===== config.mk =====
export PLATFORM = sky130hd
export DESIGN_NAME = lfsr_seq_ctrl_flat
export DESIGN_NICKNAME = d
export VERILOG_FILES = /design/src/rtl/lfsr_pkg.sv /design/src/rtl/lfsr_seq_ctrl_if.sv /design/src/rtl/lfsr_step_cnt.sv /design/src/rtl/lfsr_seq_ctrl.sv /design/src/flat_wrapper.sv
export SDC_FILE = /design/constraint.sdc
export NUM_CORES = 1
export LEC_CHECK = 0
export BUFFER_PORTS_ARGS = -buffer_cell sky130_fd_sc_hd__buf_2
export CORE_UTILIZATION = 30
export CTS_CLUSTER_SIZE = 25
export DETAILED_ROUTE_END_ITERATION = 12
export HOLD_SLACK_MARGIN = 0.05
export PLACE_DENSITY = 0.62
export SETUP_SLACK_MARGIN = 0.3
export SLEW_MARGIN = 20
export SYNTH_ARGS = -nofsm -noshare
export SYNTH_HDL_FRONTEND = slang
export SYNTH_SLANG_ARGS = --single-unit

===== constraint.sdc =====
create_clock -name clk -period 1.49 [get_ports clk]
set_input_delay 0.149 -clock clk [delete_from_list [all_inputs] [get_ports clk]]
set_output_delay 0.149 -clock clk [all_outputs]
set_load 0.03 [all_outputs]

===== src/rtl/lfsr_pkg.sv =====
// Shared state and command encodings for the LFSR sequencing controller.
package lfsr_pkg;

  typedef enum logic [2:0] {
    ST_IDLE  = 3'd0,
    ST_LOAD  = 3'd1,
    ST_RUN   = 3'd2,
    ST_MATCH = 3'd3,
    ST_DONE  = 3'd4
  } state_t;

  typedef enum logic [1:0] {
    OP_LOAD  = 2'b00,
    OP_RUN   = 2'b01,
    OP_MATCH = 2'b10,
    OP_RSVD  = 2'b11
  } op_t;

  // States in which a command is executing and abort is honoured.
  function automatic logic is_active(state_t s);
    return (s == ST_LOAD) || (s == ST_RUN) || (s == ST_MATCH);
  endfunction

endpackage


===== src/rtl/lfsr_seq_ctrl_if.sv =====
// Command handshake bundle for lfsr_seq_ctrl (valid/ready plus op, data, len).
interface lfsr_seq_ctrl_if #(
  parameter int WIDTH = 4,
  parameter int CNT_W = 8
);
  logic             cmd_valid;
  logic             cmd_ready;
  logic [1:0]       cmd_op;
  logic [WIDTH-1:0] cmd_data;
  logic [CNT_W-1:0] cmd_len;

  modport master (
    output cmd_valid, cmd_op, cmd_data, cmd_len,
    input  cmd_ready
  );

  modport slave (
    input  cmd_valid, cmd_op, cmd_data, cmd_len,
    output cmd_ready
  );
endinterface


===== src/rtl/lfsr_step_cnt.sv =====
// Saturating step counter: synchronous clear, increment, holds at all-ones.
module lfsr_step_cnt #(
  parameter int CNT_W = 8
) (
  input  logic             clk,
  input  logic             rst,
  input  logic             clr,
  input  logic             inc,
  output logic [CNT_W-1:0] value
);

  always_ff @(posedge clk or posedge rst) begin
    if (rst) begin
      value <= '0;
    end else if (clr) begin
      value <= '0;
    end else if (inc && (value != '1)) begin
      value <= value + CNT_W'(1);
    end
  end

endmodule


===== src/rtl/lfsr_seq_ctrl.sv =====
// Sequencer driving an external LFSR through LOAD / RUN / MATCH commands.
// Optional MATCH timeout enabled by macro LFSR_SEQ_CTRL_TIMEOUT_EN. Requires CNT_W >= WIDTH.
module lfsr_seq_ctrl
  import lfsr_pkg::*;
#(
  parameter int WIDTH = 4,
  parameter int CNT_W = 8
) (
  input  logic              clk,
  input  logic              rst,
  lfsr_seq_ctrl_if.slave    cmd,
  input  logic              abort,
  output logic [WIDTH-1:0]  lfsr_data,
  output logic              lfsr_cen,
  output logic              lfsr_load_n,
  input  logic [WIDTH-1:0]  lfsr_count,
  output logic              busy,
  output logic              done,
  output logic              err,
  output logic [CNT_W-1:0]  steps
);

  state_t           state;
  state_t           state_nx;
  op_t              op_in;
  logic [WIDTH-1:0] target;
  logic [CNT_W-1:0] len_left;
  logic             accept;
  logic             hit;
  logic             timeout;
  logic             step_inc;

  assign op_in  = op_t'(cmd.cmd_op);
  assign accept = cmd.cmd_valid && cmd.cmd_ready;
  assign hit    = (lfsr_count == target);

`ifdef LFSR_SEQ_CTRL_TIMEOUT_EN
  // steps equals the enabled MATCH cycles so far; this edge issues the last allowed one.
  localparam logic [CNT_W-1:0] TMO_LAST = CNT_W'((1 << WIDTH) - 2);
  assign timeout = (state == ST_MATCH) && lfsr_cen && (steps == TMO_LAST);
`else
  assign timeout = 1'b0;
`endif

  always_ff @(posedge clk or posedge rst) begin
    if (rst) begin
      state <= ST_IDLE;
    end else begin
      state <= state_nx;
    end
  end

  always_comb begin
    state_nx = state;
    case (state)
      ST_IDLE: begin
        if (accept) begin
          case (op_in)
            OP_LOAD:  state_nx = ST_LOAD;
            OP_RUN:   state_nx = (cmd.cmd_len == '0) ? ST_DONE : ST_RUN;
            OP_MATCH: state_nx = ST_MATCH;
            default:  state_nx = ST_DONE;
          endcase
        end
      end
      ST_LOAD:  state_nx = ST_DONE;
      ST_RUN:   if (abort || (len_left == CNT_W'(1))) state_nx = ST_DONE;
      ST_MATCH: if (hit || abort || timeout) state_nx = ST_DONE;
      ST_DONE:  state_nx = ST_IDLE;
      default:  state_nx = ST_IDLE;
    endcase
  end

  always_comb begin
    cmd.cmd_ready = 1'b0;
    busy          = 1'b1;
    done          = 1'b0;
    lfsr_cen      = 1'b0;
    lfsr_load_n   = 1'b1;
    case (state)
      ST_IDLE: begin
        cmd.cmd_ready = 1'b1;
        busy          = 1'b0;
      end
      ST_LOAD: begin
        lfsr_cen    = 1'b1;
        lfsr_load_n = 1'b0;
      end
      // An aborting cycle must not advance the LFSR, so it is not a step either.
      ST_RUN:   lfsr_cen = !abort;
      ST_MATCH: lfsr_cen = !hit && !abort;
      ST_DONE:  done = 1'b1;
      default:  ;
    endcase
  end

  always_ff @(posedge clk) begin
    if (accept) begin
      target   <= cmd.cmd_data;
      len_left <= cmd.cmd_len;
    end else if (state == ST_RUN) begin
      len_left <= len_left - CNT_W'(1);
    end
  end

  always_ff @(posedge clk or posedge rst) begin
    if (rst) begin
      lfsr_data <= '0;
      err       <= 1'b0;
    end else if (accept) begin
      err <= (op_in == OP_RSVD);
      if (op_in == OP_LOAD) lfsr_data <= cmd.cmd_data;
    end else if (is_active(state) && (abort || timeout) && !((state == ST_MATCH) && hit)) begin
      err <= 1'b1;
    end
  end

  assign step_inc = lfsr_cen && ((state == ST_RUN) || (state == ST_MATCH));

  lfsr_step_cnt #(
    .CNT_W (CNT_W)
  ) u_step_cnt (
    .clk   (clk),
    .rst   (rst),
    .clr   (accept),
    .inc   (step_inc),
    .value (steps)
  );

endmodule


===== src/flat_wrapper.sv =====
// flat-port wrapper written by rule: the top's interface ports become plain ports
module lfsr_seq_ctrl_flat import lfsr_pkg::*;
#(
  parameter int WIDTH = 4,
  parameter int CNT_W = 8
)
  (clk, rst, abort, lfsr_data, lfsr_cen, lfsr_load_n, lfsr_count, busy, done, err, steps, cmd_cmd_valid, cmd_cmd_op, cmd_cmd_data, cmd_cmd_len, cmd_cmd_ready);
  lfsr_seq_ctrl_if #(.WIDTH(WIDTH), .CNT_W(CNT_W)) cmd_i ();
  input  logic clk;
  input  logic rst;
  input  logic abort;
  output logic [WIDTH-1:0] lfsr_data;
  output logic lfsr_cen;
  output logic lfsr_load_n;
  input  logic [WIDTH-1:0] lfsr_count;
  output logic busy;
  output logic done;
  output logic err;
  output logic [CNT_W-1:0] steps;
  input wire logic [$bits(cmd_i.cmd_valid)-1:0] cmd_cmd_valid;
  input wire logic [$bits(cmd_i.cmd_op)-1:0] cmd_cmd_op;
  input wire logic [$bits(cmd_i.cmd_data)-1:0] cmd_cmd_data;
  input wire logic [$bits(cmd_i.cmd_len)-1:0] cmd_cmd_len;
  output wire logic [$bits(cmd_i.cmd_ready)-1:0] cmd_cmd_ready;
  assign cmd_i.cmd_valid = cmd_cmd_valid;
  assign cmd_i.cmd_op = cmd_cmd_op;
  assign cmd_i.cmd_data = cmd_cmd_data;
  assign cmd_i.cmd_len = cmd_cmd_len;
  assign cmd_cmd_ready = cmd_i.cmd_ready;
  lfsr_seq_ctrl #(.WIDTH(WIDTH), .CNT_W(CNT_W)) u_core (.clk(clk), .rst(rst), .cmd(cmd_i), .abort(abort), .lfsr_data(lfsr_data), .lfsr_cen(lfsr_cen), .lfsr_load_n(lfsr_load_n), .lfsr_count(lfsr_count), .busy(busy), .done(done), .err(err), .steps(steps));
endmodule

==> flow_metrics.py <==
metrics = {
    "setup_path": {
        "crit_top_cell": "buf_6",
        "crit_chain": "xnor2_2, nand4_1, buf_6, nor2_4, buf_6, o21ai_4, buf_6",
        "crit_path_start_kind": "register",
        "slowest_stage": "edfxtp_1",
        "cp.arrival_ns": 1.52,
        "slowest_delay_ns": 0.44,
        "critical_path_class": "reg -> out",
        "cp-end-kind": "output pin",
        "cp.required_ns": 1.34,
        "worstPathMaxFanout": 2,
    },
    "floorplanning": {
        "coreArea_mm2": 0.00479,
        "dieArea_mm2": 0.00533,
        "die_y_um": 73.0,
        "fp-row-count": 25,
        "start_util_pct": 31.6,
        "die_width_um": 73.0,
        "io_pins": 40,
    },
    "timing": {
        "relSlewSlack_pct": 77.5,
        "worst_pin_slew_ns": 0.334,
        "rsz0062_at_grt": "yes",
        "fmax_ghz": 0.598,
        "fin_skew_ns": 0.00398,
        "fin_ws_ns": -0.182,
        "finalCritPeriodShare_pct": 112,
        "slew_viol_final": 0,
        "setup_tns_ns": -3.05,
        "hold_violations": 0,
        "holdWs_ns": 0.0651,
        "final.min_clock_period_ns": 1.67,
        "finalSetupViolCount": 28,
    },
    "power_and_ir_drop": {
        "power.density_mw_per_mm2": 1780,
        "finalPower_mw": 4.64,
        "ir_worst_vdd_uv": 700,
        "p_leak_nw": 1.15,
    },
    "status": {
        "violations": "setup timing",
        "status": "finished with violations",
    },
    "run": {
        "drv_cap": 0,
    },
    "global_route": {
        "grt_max_degree": 17,
        "antenna_found_initial": 0,
        "grt_pass1_wl_um": 6940,
        "grt.total_usage_pct": 17.2,
        "first_global_vias": 1490,
        "globalRouteOverflowTotal": 0,
    },
    "synthesis": {
        "yosys.area.top_type": "dfrtp_1",
        "synth_top_cells_by_area": "dfrtp_1 26%, edfxtp_1 24%, o21ai_0 5.0%",
        "synth_common_cells": "16 x dfrtp_1, 15 x nand2_1, 15 x nor2_1, 15 x o21ai_0, 12 x edfxtp_1",
        "syn_area_per_cell_um2": 10.1,
        "ys_types": 36,
        "async_reset_ff_share_pct": 57.1,
        "yosysTopAreaCellShare_pct": 26.5,
        "synth-seq-cells": 28,
        "yosys_warnings": 0,
        "synth_ff_type": "dfrtp_1",
        "synth.most_common_cell": "dfrtp_1",
        "syn_nets": 175,
        "seq_area_frac_synth_pct": 50.3,
        "syn_inst": 150,
        "synth_area_mm2": 0.00151,
        "synth_edf_count": 12,
    },
    "route": {
        "initialDrtViolationCount": 62,
        "remaining_drc_errors": 0,
        "drtPass1Iterations": 4,
        "ant_nets": 0,
        "vias": 1524,
        "viasPerCell": 4.93,
        "wirelength_um": 4440,
        "post_drt_wl_per_cell_um": 14.4,
    },
    "placed_design": {
        "place_hpwl_um": 2910,
        "place.gp.congestion": 0.796,
        "dp_cells": 283,
        "postPlaceCellArea_mm2": 0.00204,
        "portBuffers": 39,
    },
    "cells_and_area": {
        "layout.cells.non_filler": 309,
        "syn_to_final_growth_pct": 72.0,
        "antenna_cells": 0,
        "final_area_mm2": 0.00260,
        "drive_gt1_share_pct": 58.3,
        "fin_nets": 268,
    },
    "hold_path": {
        "hold_class": "in -> reg",
    },
    "clock_network": {
        "cts_buffer_depth": 2,
        "clock-sinks": 28,
        "clockRootBuffer": "clkbuf_8",
        "clk_pin_slew_worst_paths_ns": 0.10,
        "htreeDepth": 1,
        "clk_latency_ns": 0.28,
        "cts_buffers": 3,
        "cts_tree": "done",
    },
}
==> what timing repair did <==
item,4_1_cts,5_1_grt
setup buffers,12,7
resized for setup,43,50
hold endpoints to repair,16,1
hold buffers,1,1
cloned,1,0
setup endpoints to repair,42,43
pin swaps,13,17
==> where the power goes <==
part           internal, mW  switching [mW]  leakage, nW
combinational          1.32            1.38        0.791
clock                 0.360           0.256       0.0357
sequential             1.15           0.173        0.320
total                  2.83            1.81         1.15
==> cell type report <==
cell class / count / area [um2]
Multi-Input combinational cell: 111 / 922
Tap cell: 67 / 83.8
Inverter: 7 / 33.8
Timing Repair inverter: 1 / 7.51
Sequential cell: 28 / 764
Timing Repair Buffer: 91 / 718
Clock buffer: 3 / 41.3
Clock inverter: 1 / 30.0
Fill cell: 416 / 2180
==> registers in the layout, summed over array words and instances (netlist names) <==
name	cells
u_core.err	1
u_core.u_step_cnt.value	8
u_core.target	4
u_core.state	3
u_core.len_left	8
u_core.lfsr_data	4
==> worst max-delay path, delay by kind of cell (launching register included) <==
family	cells	cell delay, ns
AOI/OAI and AO/OA	1	0.05
xor gates and xnor gates	1	0.18
buffers and inverters	3	0.38
DFF	1	0.44
and+or+nand+nor	2	0.19
==> through the flow <==
stage,utilization [%],setup slack [ns]
final,54.4,-0.182
after global routing,54.4,-0.266
after CTS,49.1,-0.169
after detailed placement,42.6,-0.0653
after global placement,42.6,0.00660
after floorplan,-,-0.147
==> metal layers <==
metal  wire [um]  vias up  global-route usage, %
li1            -      728                      -
met2        2190       42                   28.2
met1        2010      748                   23.7
met3         183        6                   2.62
met5           0        -                      0
met4          58        0                   4.58
==> worst paths after layout <==
path | startpoint | to | slack, ns | cells past startpoint
setup / recovery | u_core.target[0]$_DFFE_PP_ | lfsr_cen | -0.18 | 7
hold / removal | cmd_cmd_data[1] | u_core.target[1]$_DFFE_PP_ | 0.07 | 1
setup reg to reg | u_core.state[1]$_DFFE_PP0P_ | u_core.len_left[4]$_DFFE_PP_ | -0.15 | 8
hold reg to reg | u_core.lfsr_data[1]$_DFFE_PP0P_ | u_core.lfsr_data[1]$_DFFE_PP0P_ | 0.52 | 1
max in group asynchronous | rst | u_core.u_step_cnt.value[1]$_DFFE_PP0P_ | 0.88 | 4
min in group asynchronous | rst | u_core.lfsr_data[1]$_DFFE_PP0P_ | 0.40 | 4
==> placed cells by master (no fill, tap or decap), types with 2 or more instances in the layout <==
cell type      instances
nor2_1                 7
mux2_4                 4
nand2_1               11
buf_6                 30
dfrtp_2                3
o21ai_2                8
nor2_4                 3
xnor2_1                6
o211ai_1               3
a21oi_1                2
dlygate4sd3_1          2
and3_1                 2
nor4_1                 2
ha_1                   2
edfxtp_1              12
buf_2                 33
nor3_1                 2
nand3_1                9
buf_4                 26
dfrtp_1               13
xor2_1                 5
nor2_2                 5
o21ai_4                2
nor3_4                 2
mux2i_1                2
o21ai_1                5
inv_1                  5
nand2_4                3
nand4_1                2
clkbuf_8               3
==> kinds of logic after synthesis <==
kind of cell	after synthesis	synth area share (%)
AO/OA/AOI/OAI	30	12.7
XOR/XNOR	12	6.95
adder cells (fa/ha/maj)	3	2.48
buffers and inverters	11	3.47
flip-flops	28	50.3
multiplexers	6	4.30
AND/OR/NAND/NOR	60	19.8
No activity file was read; power rests on OpenSTA's default activity.
